<file path="src/rtl/addsub_arbiter.sv">
`default_nettype none
// ============================================================================
// Module  : addsub_arbiter
// Brief   : Round-robin share of one 32-bit adder_subtracter between two clients
// Revision: 1.0
// ============================================================================
module addsub_arbiter #(
    parameter int SETTLE_CYCLES = 4,
    parameter int CNT_W         = 3
) (
    input  logic        clk,
    input  logic        reset,
    input  logic        req0_valid,
    output logic        req0_ready,
    input  logic [31:0] req0_a,
    input  logic [31:0] req0_b,
    input  logic        req0_sub,
    input  logic        req1_valid,
    output logic        req1_ready,
    input  logic [31:0] req1_a,
    input  logic [31:0] req1_b,
    input  logic        req1_sub,
    output logic        resp0_valid,
    input  logic        resp0_ready,
    output logic [31:0] resp0_ans,
    output logic        resp0_carry,
    output logic        resp0_ovf,
    output logic        resp1_valid,
    input  logic        resp1_ready,
    output logic [31:0] resp1_ans,
    output logic        resp1_carry,
    output logic        resp1_ovf,
    output logic [31:0] dp_opA,
    output logic [31:0] dp_opB,
    output logic [2:0]  dp_command,
    input  logic [31:0] dp_ans,
    input  logic        dp_carryout,
    input  logic        dp_overflow,
    output logic        busy
);

    typedef enum logic [1:0] {
        IDLE   = 2'd0,
        SETTLE = 2'd1,
        RESP   = 2'd2
    } state_t;

    localparam logic [CNT_W-1:0] C_CNT_LOAD = CNT_W'(SETTLE_CYCLES - 1);

    state_t            state_q, state_d;
    logic              last_grant_q, last_grant_d;
    logic              owner_q, owner_d;
    logic [CNT_W-1:0]  cnt_q, cnt_d;
    logic [31:0]       opa_q, opa_d;
    logic [31:0]       opb_q, opb_d;
    logic              sub_q, sub_d;
    logic [31:0]       res_ans_q, res_ans_d;
    logic              res_carry_q, res_carry_d;
    logic              res_ovf_q, res_ovf_d;

    logic              w_grant;
    logic              w_accept;
    logic              w_resp_hs;

    // On a tie the requester that did not win last time gets the datapath.
    always_comb begin
        if (req0_valid && req1_valid) begin
            w_grant = ~last_grant_q;
        end else begin
            w_grant = req1_valid;
        end
    end

    assign req0_ready  = (state_q == IDLE) && !w_grant && req0_valid;
    assign req1_ready  = (state_q == IDLE) &&  w_grant && req1_valid;
    assign w_accept    = req0_ready || req1_ready;

    assign resp0_valid = (state_q == RESP) && !owner_q;
    assign resp1_valid = (state_q == RESP) &&  owner_q;
    assign w_resp_hs   = (resp0_valid && resp0_ready) || (resp1_valid && resp1_ready);

    assign resp0_ans   = res_ans_q;
    assign resp0_carry = res_carry_q;
    assign resp0_ovf   = res_ovf_q;
    assign resp1_ans   = res_ans_q;
    assign resp1_carry = res_carry_q;
    assign resp1_ovf   = res_ovf_q;

    assign dp_opA      = opa_q;
    assign dp_opB      = opb_q;
    assign dp_command  = {2'b00, sub_q};
    assign busy        = (state_q != IDLE);

    always_comb begin
        state_d      = state_q;
        last_grant_d = last_grant_q;
        owner_d      = owner_q;
        cnt_d        = cnt_q;
        opa_d        = opa_q;
        opb_d        = opb_q;
        sub_d        = sub_q;
        res_ans_d    = res_ans_q;
        res_carry_d  = res_carry_q;
        res_ovf_d    = res_ovf_q;
        case (state_q)
            IDLE: begin
                if (w_accept) begin
                    opa_d   = w_grant ? req1_a   : req0_a;
                    opb_d   = w_grant ? req1_b   : req0_b;
                    sub_d   = w_grant ? req1_sub : req0_sub;
                    owner_d = w_grant;
                    cnt_d   = C_CNT_LOAD;
                    state_d = SETTLE;
                end
            end
            SETTLE: begin
                // The ripple result is only trusted once the full settle window has elapsed.
                if (cnt_q == '0) begin
                    res_ans_d   = dp_ans;
                    res_carry_d = dp_carryout;
                    res_ovf_d   = dp_overflow;
                    state_d     = RESP;
                end else begin
                    cnt_d = cnt_q - 1'b1;
                end
            end
            RESP: begin
                if (w_resp_hs) begin
                    last_grant_d = owner_q;
                    state_d      = IDLE;
                end
            end
            default: begin
                state_d = IDLE;
            end
        endcase
    end

    always_ff @(posedge clk or posedge reset) begin
        if (reset) begin
            state_q      <= IDLE;
            last_grant_q <= 1'b1;
            owner_q      <= 1'b0;
            cnt_q        <= '0;
            opa_q        <= '0;
            opb_q        <= '0;
            sub_q        <= 1'b0;
            res_ans_q    <= '0;
            res_carry_q  <= 1'b0;
            res_ovf_q    <= 1'b0;
        end else begin
            state_q      <= state_d;
            last_grant_q <= last_grant_d;
            owner_q      <= owner_d;
            cnt_q        <= cnt_d;
            opa_q        <= opa_d;
            opb_q        <= opb_d;
            sub_q        <= sub_d;
            res_ans_q    <= res_ans_d;
            res_carry_q  <= res_carry_d;
            res_ovf_q    <= res_ovf_d;
        end
    end

endmodule
`default_nettype wire

</file>
<file path="config.mk">
export PLATFORM = sky130hd
export DESIGN_NAME = addsub_arbiter
export DESIGN_NICKNAME = d
export VERILOG_FILES = /design/src/rtl/addsub_arbiter.sv
export SDC_FILE = /design/constraint.sdc
export NUM_CORES = 1
export LEC_CHECK = 0
export BUFFER_PORTS_ARGS = -buffer_cell sky130_fd_sc_hd__buf_2
export CELL_PAD_IN_SITES_DETAIL_PLACEMENT = 0
export CELL_PAD_IN_SITES_GLOBAL_PLACEMENT = 1
export CORE_MARGIN = 2
export CORE_UTILIZATION = 34
export DETAILED_ROUTE_END_ITERATION = 7
export HOLD_SLACK_MARGIN = 0.15
export PLACE_DENSITY = 0.81
export SYNTH_ARGS = -nofsm -noshare
export SYNTH_HDL_FRONTEND = slang
export SYNTH_SLANG_ARGS = --single-unit
</file>
<file path="constraint.sdc">
create_clock -name clk -period 3.5 [get_ports clk]
set_clock_uncertainty 0.2 [all_clocks]
set_input_delay 0.175 -clock clk [delete_from_list [all_inputs] [get_ports clk]]
set_output_delay 0.175 -clock clk [all_outputs]
set_load 0.005 [all_outputs]
</file>
* Yosys cells after proc, flatten, opt, wreduce, memory -nomap -nowiden *
Index checks and enable logic that the tools add are counted.

word-level totals
  bits in registers = 106
  input port bits = 170
  word-level logic and storage cells = 51

operators by class
  $add $sub $neg = 1
  eq/ne operators = 6
  multiplexer cells = 11
  bitwise gates (word level) = 1
  reduce and logical (&&, ||, !) cells = 22

operator list
  operator                                          number
  2-to-1 mux 32 bit                                 2
  logical AND 1 bit                                 9
  inequality test 2 bit, second input constant      4
  2-to-1 mux 2 bit                                  3
  2-to-1 mux 3 bit                                  2
  case mux 2 bit (3 select lines)                   1
  case mux 3 bit (2 select lines)                   1
  AND reduction 2 bit                               3
  AND reduction 3 bit                               2
  nonzero test 2 bit                                2
  zero test 3 bit                                   1
  subtractor 3 x 1 -> 3 bit, second input constant  1
  == test 2 x 1 -> 1 bit, second input constant     1
  == test 2 bit, second input constant              1
  zero test 1 bit                                   2
  zero test 2 bit                                   1
  logical OR 1 bit                                  2
  2-to-1 mux 1 bit                                  2
  NOT 1 bit                                         1

* Depth between registers and ports, before layout *
  depth after elaboration = 8
  mapped depth = 6
  depth with buffers taken out = 6

* Least setup slack after synthesis *
Ideal clock, no wire load.

  path kind = reg2reg
  start point = register cnt_q[0]
  end point = register res_ans_q[19], in the netlist resp0_ans[19]
  data arrival time = 1.366 ns
  data required time = 3.175 ns
  slack = 1.809 ns
  stages on the path, launching flop included = 7
  period minus slack after synthesis = 1.691 ns
  path through = dfrtp_1 inv_1 ha_1 ha_1 nand3b_4 buf_6 mux2_2

between the ends
  cells in the longest elaborated chain, start to end = 2

RTL lines
  element                        RTL line  text
  start, declared                53        logic [CNT_W-1:0] cnt_q, cnt_d;
  start signal, assigned         155       cnt_q <= cnt_d;
  zero test 3 bit                118       if (cnt_q == '0) begin
  AND reduction 2 bit (no line)  n/a
  end signal, assigned           159       res_ans_q <= res_ans_d;
  end, declared                  57        logic [31:0] res_ans_q, res_ans_d;

No other way between the ends.
A chain may end at the register's enable or synchronous reset.

* Worst setup path after layout *
  start point = input port req0_valid
  end point = register opb_q[13], in the netlist dp_opB[13]

between the ends
  cells in the longest elaborated chain, start to end = 7

RTL lines
  element                         RTL line  text
  start, declared                 13        input logic req0_valid,
  logical AND 1 bit               67        if (req0_valid && req1_valid) begin
  2-to-1 mux 1 bit                67
  zero test 1 bit                 74        assign req0_ready = (state_q == IDLE) && !w_grant && req0_valid;
  logical AND 1 bit (2 in a row)  74
  logical OR 1 bit                76        assign w_accept = req0_ready || req1_ready;
  AND reduction 2 bit (no line)   n/a
  end signal, assigned            157       opb_q <= opb_d;
  end, declared                   55        logic [31:0] opb_q, opb_d;

Several ways; a longest one is shown, not always the timed one.

==> impl_metrics.env <==
export IMPL_status="completed"
export IMPL_io_pins=310
export IMPL_grt_pass1_wl_um=27900
export IMPL_die_area_um2=18300
export IMPL_finalSetupViolations=0
export IMPL_slew_viol_final=0
export IMPL_vias_per_cell=4.75
export IMPL_syn_inst=516
export IMPL_period_needed_ns=2.87
export IMPL_route_vias_total=5484
export IMPL_synthTopCellsByArea="dfrtp_1 (45%), a41oi_2 (18%), nand2_1 (8.6%)"
export IMPL_critPathKind="in -> reg"
export IMPL_syn_area_um2=5850
export IMPL_rows=47
export IMPL_avgSynthCellArea_um2=11.3
export IMPL_finalHoldViolCount=0
export IMPL_multi_input_area_um2=2570
export IMPL_clock_latency_ns=0.35
export IMPL_critPathRequiredTime_ns=3.59
export IMPL_drc=0
export IMPL_placed_cell_area_um2=7170
export IMPL_post_drt_wl_per_cell_um=15.2
export IMPL_syn_to_final_growth_pct=56.5
export IMPL_max_freq_mhz=349
export IMPL_grt_ovfl_total=0
export IMPL_place_congestion=0.788
export IMPL_cap_violations=0
export IMPL_port_buffers=307
export IMPL_path_clk_slew_ns=0.08
export IMPL_fin_ws_ns=0.633
export IMPL_die_h_um=135
export IMPL_dr_pass1_iters=5
export IMPL_period_share_pct=81.9
export IMPL_seq_area_um2=2650
export IMPL_cts_root_buffer_cell="clkbuf_16"
export IMPL_cts_tree="done"
export IMPL_cts_sinks=106
export IMPL_nets=1101
export IMPL_initial_utilization_pct=35.0
export IMPL_worstPathArrival_ns=2.96
export IMPL_max_slew_margin_rel_pct=32.7
export IMPL_stdcell_area_um2=9160
export IMPL_synth_top_area_cell="dfrtp_1"
export IMPL_grt_use_total_pct=19.0
export IMPL_finalSetupTns_ns=0
export IMPL_ys_ff_latch=106
export IMPL_worst_setup_path_start_kind="input pin"
export IMPL_numCtsBuffers=9
export IMPL_end_kind="register"
export IMPL_clk_path_buf_depth=2
export IMPL_synth_cell_types=32
export IMPL_antenna_found_initial=2
export IMPL_grt_max_degree=112
export IMPL_core_area_um2=16700
export IMPL_drt_iter0_markers=202
export IMPL_power_leakage_uw=0.00405
export IMPL_hpwl_um=11100
export IMPL_whs_ns=0.262
export IMPL_routed_wl_um=17600
export IMPL_yosysTopAreaCellShare_pct=44.9
export IMPL_tightestPinTransition_ns=1.01
export IMPL_cp_max_fo=71
export IMPL_ys_warn_count=0
export IMPL_power_density_nw_per_um2=772
export IMPL_cts_max_level=3
export IMPL_antenna_left=0
export IMPL_grt_pass1_vias=5724
export IMPL_die_w_um=135
export IMPL_synth_yosys_seq_area_share_pct=45.3
export IMPL_peakVddDrop_uv=646
export IMPL_nFillCells=1496
export IMPL_pre_cts_slack_ns=1.34
export IMPL_drive_gt1_share_pct=49.5
export IMPL_rsz0062_at_grt="false"
export IMPL_hold_class="in -> async"
-- where the power goes --
group	switching [µW]	internal (µW)	total [µW]
clock network	502	498	1000
logic	1630	2150	3780
registers	429	1860	2290
-- worst max-delay path, cell delays in order --
cell           delay [ns]
dlygate4sd3_1        0.51
buf_2                0.15
or2_4                0.79
buf_4                0.43
a21oi_2              0.10
a41oi_2              0.17
dlygate4sd3_1        0.57
-- final timing paths --
| kind | cells past startpoint | end | slack (ns) | startpoint |
|---|---|---|---|---|
| worst max-delay path | 7 | dp_opB[13] | 0.63 | req0_valid |
| worst min-delay path | 3 | resp0_ans[10] | 0.26 | reset |
| worst max register to register | 5 | dp_opB[19] | 0.92 | last_grant_q |
| worst min register to register | 1 | cnt_q[2] | 0.30 | cnt_q[2] |
| max in group asynchronous | 4 | last_grant_q | 2.04 | reset |
| min in group clk | 1 | cnt_q[2] | 0.30 | cnt_q[2] |
-- Yosys cell counts (all sizes together) --
cell and n:
nor2 2, buf 80, a41oi 65, a21bo 1, inv 6, nand3b 1
ha 2, mux2 34, o2bb2ai 1, and2 1, nand2 134, or3b 1
dfstp 1, nor3b 2, or2 1, clkbuf 4, nor2b 1, a22o 1
a21oi 66, conb 1, a21o 1, dfrtp 105, nor3 1, a21boi 1
a22oi 1, mux2i 2
-- routing by layer --
layer | global-route usage, % | vias up | part of all wire (%)
met3 | 3.74 | 20 | 6.0
li1 | - | 2607 | -
met5 | 0 | - | 0.11
met4 | 6.08 | 2 | 1.6
met1 | 22.0 | 2647 | 39
met2 | 35.2 | 208 | 53
-- sequential cells by signal, indices dropped and copies added (netlist names) --
signal,flops
last_grant_q,1
state_q,2
dp_opB,32
sub_q,1
cnt_q,3
owner_q,1
dp_opA,32
resp0_carry,1
resp0_ovf,1
resp0_ans,32
-- final cells by class --
cell class                      instances  area share [%]
Antenna cell                            1          0.0273
Clock buffer                            9            2.46
Clock inverter                          7           0.669
Inverter                                6           0.273
Multi-Input combinational cell        321            28.1
Sequential cell                       106            29.0
Tap cell                              220            3.00
Timing Repair Buffer                  485            36.5
-- what timing repair did --
item / 4_1_cts / 5_1_grt
gates resized for setup: 0 / 0
hold buffers: 170 / 0
buffers inserted: 0 / 0
hold endpoints to repair: 151 / 0
-- stage by stage --
stage,std cells,power (µW),util [%]
2_1_floorplan,517,4380,-
3_3_place_gp,968,5220,42.9
3_5_place_dp,968,5270,42.9
4_1_cts,1154,7100,54.8
5_1_grt,1155,7570,54.9
6_report,1155,7070,54.9
-- kinds of logic after synthesis --
family	after synthesis	share of synthesized area (%)
AOI/OAI and AO/OA	137	26.3
and+or+nand+nor	144	10.0
buffers and inverters	90	11.0
adders and majority gates	2	0.427
DFF	106	45.3
muxes	36	6.88
other	1	0.0641
-- cell usage in the layout, fill, tap and decap left out, drive strengths merged, types with 2 or more instances in the layout --
cell	count
ha	2
nor2	2
buf	315
conb	2
nand2	134
mux2	34
clkbuf	9
a21oi	66
dfrtp	105
mux2i	2
dlygate4sd3	170
inv	9
nor3b	2
clkinv	3
a41oi	65
(Power assumes the default switching activity.)
